**config.mk**
```make
export PLATFORM = sky130hd
export DESIGN_NAME = uart_rx_param
export DESIGN_NICKNAME = d
export VERILOG_FILES = /design/src/rtl/uart_rx_param.sv
export SDC_FILE = /design/constraint.sdc
export NUM_CORES = 1
export LEC_CHECK = 0
export ABC_AREA = 0
export CORE_ASPECT_RATIO = 1.4
export CORE_UTILIZATION = 30
export CTS_BUF_LIST = sky130_fd_sc_hd__clkbuf_8
export CTS_CLUSTER_DIAMETER = 120
export DETAILED_ROUTE_END_ITERATION = 16
export PLACE_DENSITY = 0.48
export SLEW_MARGIN = 15
export SYNTH_ARGS = -nofsm -noshare
export SYNTH_HDL_FRONTEND = slang
export SYNTH_SLANG_ARGS = --single-unit
export TNS_END_PERCENT = 30
```
**constraint.sdc**
```tcl
create_clock -name RST_clk -period 1.8 [get_ports RST_clk]
set_input_delay 0.18 -clock RST_clk [delete_from_list [all_inputs] [get_ports RST_clk]]
set_output_delay 0.18 -clock RST_clk [all_outputs]
set_load 0.01 [all_outputs]
```
**src/rtl/uart_rx_param.sv**
```systemverilog
`default_nettype none
// ============================================================================
// Module      : uart_rx_param
// Description : Parameterised UART receiver with 3-sample majority voting,
//               optional parity and one or two checked stop bits.
// Revision    : 1.0 - initial release
// ============================================================================
module uart_rx_param #(
    parameter int CLK_FREQ  = 50_000_000,
    parameter int BAUD      = 115200,
    parameter int DATA_BITS = 8,
    parameter int PARITY    = 0,
    parameter int STOP_BITS = 1
) (
    input  logic                 RST_clk,
    input  logic                 RST_n,
    input  logic                 uart_rx_data,
    output logic [DATA_BITS-1:0] rx_data,
    output logic                 rx_valid,
    output logic                 parity_err,
    output logic                 frame_err,
    output logic                 busy
);

    localparam int c_baud_div = CLK_FREQ / BAUD;
    localparam int c_mid      = c_baud_div / 2;
    localparam int c_cnt_w    = $clog2(c_baud_div);
    localparam int c_bit_w    = $clog2(DATA_BITS);

    localparam logic [c_cnt_w-1:0] c_smp0     = c_cnt_w'(c_mid - 1);
    localparam logic [c_cnt_w-1:0] c_smp1     = c_cnt_w'(c_mid);
    localparam logic [c_cnt_w-1:0] c_smp2     = c_cnt_w'(c_mid + 1);
    localparam logic [c_cnt_w-1:0] c_cnt_last = c_cnt_w'(c_baud_div - 1);
    localparam logic [c_bit_w-1:0] c_bit_last = c_bit_w'(DATA_BITS - 1);
    localparam logic [c_bit_w-1:0] c_stp_last = c_bit_w'(STOP_BITS - 1);

    localparam logic [2:0] c_st_idle   = 3'd0;
    localparam logic [2:0] c_st_start  = 3'd1;
    localparam logic [2:0] c_st_data   = 3'd2;
    localparam logic [2:0] c_st_parity = 3'd3;
    localparam logic [2:0] c_st_stop   = 3'd4;

    logic                 r_sync1;
    logic                 r_sync2;
    logic                 r_prev;
    logic [2:0]           r_state;
    logic [c_cnt_w-1:0]   r_cnt;
    logic [c_bit_w-1:0]   r_bitcnt;
    logic [DATA_BITS-1:0] r_shift;
    logic                 r_smp0;
    logic                 r_smp1;
    logic                 r_par_err;
    logic                 r_frm_err;
    logic [DATA_BITS-1:0] r_rx_data;
    logic                 r_rx_valid;
    logic                 r_parity_err;
    logic                 r_frame_err;

    logic w_fall;
    logic w_maj;
    logic w_decide;
    logic w_bit_end;
    logic w_par_sum;
    logic w_par_bad;

    // Falling edge needs a high-to-low transition, so a held-low (break) line never restarts a frame
    assign w_fall    = r_prev & ~r_sync2;
    assign w_maj     = (r_smp0 & r_smp1) | (r_smp0 & r_sync2) | (r_smp1 & r_sync2);
    assign w_decide  = (r_cnt == c_smp2);
    assign w_bit_end = (r_cnt == c_cnt_last);
    assign w_par_sum = (^r_shift) ^ w_maj;
    assign w_par_bad = (PARITY == 1) ? ~w_par_sum : w_par_sum;

    always_ff @(posedge RST_clk or negedge RST_n) begin
        if (!RST_n) begin
            r_sync1      <= 1'b1;
            r_sync2      <= 1'b1;
            r_prev       <= 1'b1;
            r_state      <= c_st_idle;
            r_cnt        <= '0;
            r_bitcnt     <= '0;
            r_shift      <= '0;
            r_smp0       <= 1'b0;
            r_smp1       <= 1'b0;
            r_par_err    <= 1'b0;
            r_frm_err    <= 1'b0;
            r_rx_data    <= '0;
            r_rx_valid   <= 1'b0;
            r_parity_err <= 1'b0;
            r_frame_err  <= 1'b0;
        end else begin
            r_sync1    <= uart_rx_data;
            r_sync2    <= r_sync1;
            r_prev     <= r_sync2;
            r_rx_valid <= 1'b0;

            if (r_cnt == c_smp0) r_smp0 <= r_sync2;
            if (r_cnt == c_smp1) r_smp1 <= r_sync2;

            if (r_state == c_st_idle) begin
                r_cnt <= '0;
            end else begin
                r_cnt <= w_bit_end ? '0 : r_cnt + 1'b1;
            end

            case (r_state)
                c_st_idle: begin
                    if (w_fall) begin
                        r_state   <= c_st_start;
                        r_bitcnt  <= '0;
                        r_par_err <= 1'b0;
                        r_frm_err <= 1'b0;
                    end
                end
                c_st_start: begin
                    if (w_decide && w_maj) begin
                        r_state <= c_st_idle;
                    end else if (w_bit_end) begin
                        r_state  <= c_st_data;
                        r_bitcnt <= '0;
                    end
                end
                c_st_data: begin
                    if (w_decide) r_shift <= {w_maj, r_shift[DATA_BITS-1:1]};
                    if (w_bit_end) begin
                        if (r_bitcnt == c_bit_last) begin
                            r_bitcnt <= '0;
                            r_state  <= (PARITY != 0) ? c_st_parity : c_st_stop;
                        end else begin
                            r_bitcnt <= r_bitcnt + 1'b1;
                        end
                    end
                end
                c_st_parity: begin
                    if (w_decide) r_par_err <= w_par_bad;
                    if (w_bit_end) begin
                        r_state  <= c_st_stop;
                        r_bitcnt <= '0;
                    end
                end
                c_st_stop: begin
                    // Final stop bit is reported at its decision point, leaving room for a back-to-back start edge
                    if (w_decide) begin
                        if (r_bitcnt == c_stp_last) begin
                            r_rx_data    <= r_shift;
                            r_parity_err <= r_par_err;
                            r_frame_err  <= r_frm_err | ~w_maj;
                            r_rx_valid   <= 1'b1;
                            r_state      <= c_st_idle;
                        end else if (!w_maj) begin
                            r_frm_err <= 1'b1;
                        end
                    end
                    if (w_bit_end) r_bitcnt <= r_bitcnt + 1'b1;
                end
                default: r_state <= c_st_idle;
            endcase
        end
    end

    assign rx_data    = r_rx_data;
    assign rx_valid   = r_rx_valid;
    assign parity_err = r_parity_err;
    assign frame_err  = r_frame_err;
    assign busy       = (r_state != c_st_idle);

endmodule
`default_nettype wire

```
==> results.cfg, run 1 <==
[die]
initial_utilization = 0.308
coreArea_mm2 = 0.00657
die_h_um = 99.2
io_pins = 15
std_cell_rows = 35
die_x_um = 71.5
die_area_mm2 = 0.00709

[logic_synthesis]
synth_fp_nets = 177
netlist_area_mm2 = 0.00203
synth_seq_cells = 41
yosysTopAreaCellShare = 0.469
synth_edf_count = 0
synth_top_cell_by_area = dfrtp_1
avgSynthCellArea_um2 = 12.1
yosysWarnings = 0
ys_seq_area_frac = 0.508
synth_cell_types = 42
synth.area.top_cells = dfrtp_1, mux2_2, mux2_4, xnor2_1, ha_1
async_flop_share = 1.00
ys_top_cells_by_count = dfrtp_1, nor2_1, mux2_2
synthFlopType = dfrtp_1
postSynthCellCount = 167
yosys.cell_count.top_type = dfrtp_1

[route]
drc = 0
wire_per_inst_um = 14.9
drt_iter0_markers = 41
vias = 1454
vias_per_cell = 4.96
detail-route-antenna-nets = 0
first_pass_iters = 4
routed_wl_um = 4380

[clock_tree]
cts_made_buffers = 5
root_buffer = clkbuf_8
worstSkewPairLatency_ps = 300
cts_tree = yes
clock-sinks = 41
ctsHtreeMaxLevel = 2
path_clk_slew_ps = 90
clk_path_buf_depth = 2

[sta]
fin_crit_ps = 1830
hold_ws_ps = 279
report.final.setup_viol = 9
fin_skew_ps = 12.3
slew_violations = 0
relSlewSlack = 0.608
rsz0062_at_grt = true
tightest_slew_ps = 588
layout_worst_path_cycle_share = 1.02
max_freq_ghz = 0.546
hold_viol = 0
finalWorstSetupSlack_ps = -30.4

[final_layout]
drive_above_1_share = 0.411
antenna_cells = 0
final_cells = 293
syn2layout_area_growth_pct = 34.8
nets = 228

[worst_setup_path]
cp_max_fo = 4
cp_top_family = simple AND/OR/NAND/NOR gates
path_class = register to register
worstPathArrival_ps = 2010
cp_cell_sequence = inv_2 > ha_2 > nand2_2 > or4_4 > buf_6 > a41o_1
worst_path_max_delay_cell = or4_4
slowest_delay_ps = 580
crit_buf_inv = 2
crit_path_end_kind = register
start_kind = register
worstPathRequired_ps = 1980

[place]
dp_hpwl_um = 3050
dp_slack_ps = -157
placed_cells = 279
numPortBuffers = 14
gp_congestion = 0.793

[global_routing]
grt_pass1_vias = 1513
antenna_found_initial = 0
overflow = 0
grt_pass1_wl_um = 7310
grt_usage = 0.134
grt_max_degree = 27

[run_status]
violations = setup timing
outcome = complete, but fails checks

[power_and_ir_drop]
leakage_nw = 1.28
power_density_mw_per_mm2 = 878
p_total_mw = 2.40
ir_worst_vdd_uv = 351

[job]
cap_viol_max_count = 0

[min_path]
hold_class = primary input to register
sequential cells by signal (all words and copies together) (netlist names), 3 cells and up:
signal,cells
r_shift,8
r_cnt,9
r_state,3
r_bitcnt,3
rx_data,8
repair_timing:
item                                    in CTS  in global routing
setup buffers                                1                  3
endpoints found under the hold margin       22                  0
pin swaps                                    0                  3
cloned                                       0                  1
resized for setup                           14                 17
hold buffers                                 1                  0
endpoints found under the setup margin      22                 30
cell families (layout without fill, tap and decap cells):
kind of cell,count (synthesis),after routing,share of synthesized area
buffers and inverters,11,63,0.0247
xor gates and xnor gates,15,15,0.0716
muxes,21,21,0.132
adders and majority gates,7,7,0.0432
DFF,41,41,0.508
and+or+nand+nor,57,57,0.164
AOI/OAI and AO/OA,15,15,0.0568
per-layer routing:
metal  track usage  vias to the layer above  part of all wire
li1              -                      683                 -
met1         0.152                      734              0.42
met2         0.231                       29              0.53
met3        0.0324                        8             0.028
met4        0.0694                        0             0.024
met5             0                        -                 0
worst reg2reg max path: cells and delay by family (launching register included):
kind                       cells  cell delay, ps
and+or+nand+nor                2             640
DFF                            1             440
buffers and inverters          2             230
AOI/OAI and AO/OA              1             220
adders and majority gates      1             180
where the power goes:
| group | switching [mW] | total (mW) | internal [mW] |
|---|---|---|---|
| Sequential | 0.0662 | 1.05 | 0.984 |
| Clock | 0.327 | 0.778 | 0.451 |
| Combinational | 0.257 | 0.568 | 0.311 |
cells in the final DEF, fill, tap and decap left out, types with 3 or more instances in the layout:
cell type / Yosys / final
dfrtp_1: 38 / 37
buf_4: 2 / 31
nor2_1: 19 / 17
mux2_2: 13 / 13
clkdlybuf4s50_1: 0 / 12
xnor2_1: 11 / 11
mux2_4: 8 / 8
nand2_1: 8 / 6
clkbuf_8: 0 / 6
ha_1: 7 / 5
inv_2: 0 / 4
nand3_1: 4 / 4
nand2b_1: 3 / 3
xor2_1: 3 / 3
or3b_1: 3 / 3
buf_6: 0 / 3
dfstp_2: 3 / 3
final timing paths:
| kind | from | end | slack [ps] | cells after the start |
|---|---|---|---|---|
| worst max-delay path | r_cnt[1]$_DFF_PN0_ | r_state[0]$_DFFE_PN0P_ | -30 | 6 |
| worst min-delay path | uart_rx_data | r_sync1$_DFF_PN1_ | 280 | 1 |
| worst max register to register | r_cnt[1]$_DFF_PN0_ | r_state[0]$_DFFE_PN0P_ | -30 | 6 |
| worst min register to register | r_sync1$_DFF_PN1_ | r_sync2$_DFF_PN1_ | 360 | 0 |
| max in group asynchronous | RST_n | r_bitcnt[2]$_DFFE_PN0P_ | 750 | 3 |
| min in group asynchronous | RST_n | r_smp1$_DFFE_PN0N_ | 410 | 2 |
through the flow:
| step | util | TNS (ps) | area [um^2] |
|---|---|---|---|
| finish | 0.416 | -115 | 2730 |
| global route | 0.416 | -769 | 2730 |
| CTS | 0.400 | -40.2 | 2630 |
| detailed placement | 0.373 | -751 | 2450 |
| global placement | 0.373 | -107 | 2450 |
| floorplan | - | 0 | 2030 |
cell type report:
class / instances / area [um^2]
fillers: 632 / 3840
flip-flops and latches: 41 / 1030
inverters: 6 / 22.5
clock buffers: 6 / 82.6
clock inverters: 2 / 37.5
well taps: 74 / 92.6
multi-input cells: 115 / 1050
repair buffers: 49 / 410
No activity file was read; power rests on OpenSTA's default activity.
==> inputs of run 2 (changes only) <==
==> constraint.sdc (replaced) <==
create_clock -name RST_clk -period 1.58 [get_ports RST_clk]
set_input_delay 0.158 -clock RST_clk [delete_from_list [all_inputs] [get_ports RST_clk]]
set_output_delay 0.158 -clock RST_clk [all_outputs]
set_load 0.01 [all_outputs]
==> results.cfg, run 2 (synthesized netlist as in run 1, its figures left out) <==
[clock_tree]
ctsHtreeMaxLevel = 2
root_buffer = clkbuf_8
worstSkewPairLatency_ps = 290
clk_path_buf_depth = 2
path_clk_slew_ps = 80
clock-sinks = 41
cts_tree = yes
cts_made_buffers = 5

[power_and_ir_drop]
leakage_nw = 1.40
ir_worst_vdd_uv = 441
power_density_mw_per_mm2 = 856

[die]
std_cell_rows = 35
io_pins = 15
die_x_um = 71.5
die_h_um = 99.2
coreArea_mm2 = 0.00657
die_area_mm2 = 0.00709
initial_utilization = 0.308

[sta]
fin_setup_tns_ps = -3360
finalWorstSetupSlack_ps = -204
slew_violations = 0
fin_skew_ps = 4.63
relSlewSlack = 0.680
tightest_slew_ps = 480
max_freq_ghz = 0.560
layout_worst_path_cycle_share = 1.13
report.final.setup_viol = 23
rsz0062_at_grt = true
hold_ws_ps = 276
hold_viol = 0
fin_crit_ps = 1780

[final_layout]
layout_commonest_cell = buf_4
nets = 247
final_cells = 312
layout_common_cells = buf_4, dfrtp_1, mux2_4
top_register = r_cnt
largest_reg_flops = 9
syn2layout_area_growth_pct = 45.4
stdcell_area_mm2 = 0.00295
final_core_util = 0.448
antenna_cells = 0
drive_above_1_share = 0.458

[worst_setup_path]
worstPathRequired_ps = 1760
worstPathArrival_ps = 1960
start_kind = register
path_class = register to register
r2r_start = r_state[0]$_DFFE_PN0P_
crit_path_end_kind = register
cp_max_fo = 5
crit_start = r_state[0]$_DFFE_PN0P_

[global_routing]
grt_pass1_vias = 1657
overflow = 0
grt_usage = 0.139
grt_pass1_wl_um = 7680
grt_max_degree = 24
antenna_found_initial = 0

[place]
gp_congestion = 0.781
numPortBuffers = 14
placed_cell_area_mm2 = 0.00259
dp_hpwl_um = 3220
placed_cells = 294

[route]
routed_wl_um = 4580
detail-route-antenna-nets = 0
vias = 1507
wire_per_inst_um = 14.7
vias_per_cell = 4.83
first_pass_iters = 4
drc = 0
drt_iter0_markers = 38

[run_status]
violations = setup timing
outcome = complete, but fails checks

[min_path]
hold_class = primary input to register
hp-start = uart_rx_data

[job]
cap_viol_max_count = 0
run 2: worst paths after layout:
kind	end	slack (ps)	depth (start not counted)
min in group asynchronous	rx_data[7]$_DFFE_PN0P_	370	2
max reg2reg	r_shift[5]$_DFFE_PN0P_	-200	4
min	r_sync1$_DFF_PN1_	280	1
min reg2reg	r_sync2$_DFF_PN1_	360	0
max in group asynchronous	r_bitcnt[2]$_DFFE_PN0P_	730	3
max	r_shift[5]$_DFFE_PN0P_	-200	4
run 2: final cells by class:
cell class	instances	area, um^2
Clock inverter	3	12.5
Clock buffer	5	68.8
Sequential cell	41	1030
Multi-Input combinational cell	115	1130
Tap cell	74	92.6
Fill cell	593	3620
Timing Repair Buffer	68	584
Inverter	6	22.5
run 2: what timing repair did:
item                                   in CTS  in global routing
gates cloned                                2                  0
hold buffers                                1                  0
setup buffers                               5                  2
setup endpoints to repair                  33                 34
endpoints found under the hold margin      15                  0
pin swaps                                   9                  5
resized for setup                          45                 11
run 2: critical path, cell delays in order, from the launching register on:
cell and delay [ps]:
dfrtp_1 410, or3b_1 380, or4_4 440, buf_6 150, mux2_4 290
run 2: per-stage QoR:
| stage | setup slack (ps) | power [mW] |
|---|---|---|
| after floorplan | -189 | 1.42 |
| after global placement | -240 | 1.69 |
| after detailed placement | -245 | 1.71 |
| after CTS | -183 | 2.52 |
| after global routing | -220 | 2.67 |
| final | -204 | 2.52 |
run 2: per-layer routing:
metal,GRT usage,wire [um],part of all wire,up-vias
met3,0.0243,88,0.019,5
met2,0.272,2570,0.56,19
met1,0.149,1860,0.41,761
li1,-,-,-,722
met5,0,0,0,-
met4,0.0407,55,0.012,0
run 2: power by group:
part           switching, mW  total (mW)  internal [mW]
clock network          0.355       0.652          0.297
logic                  0.312       0.684          0.373
registers             0.0642        1.19           1.12
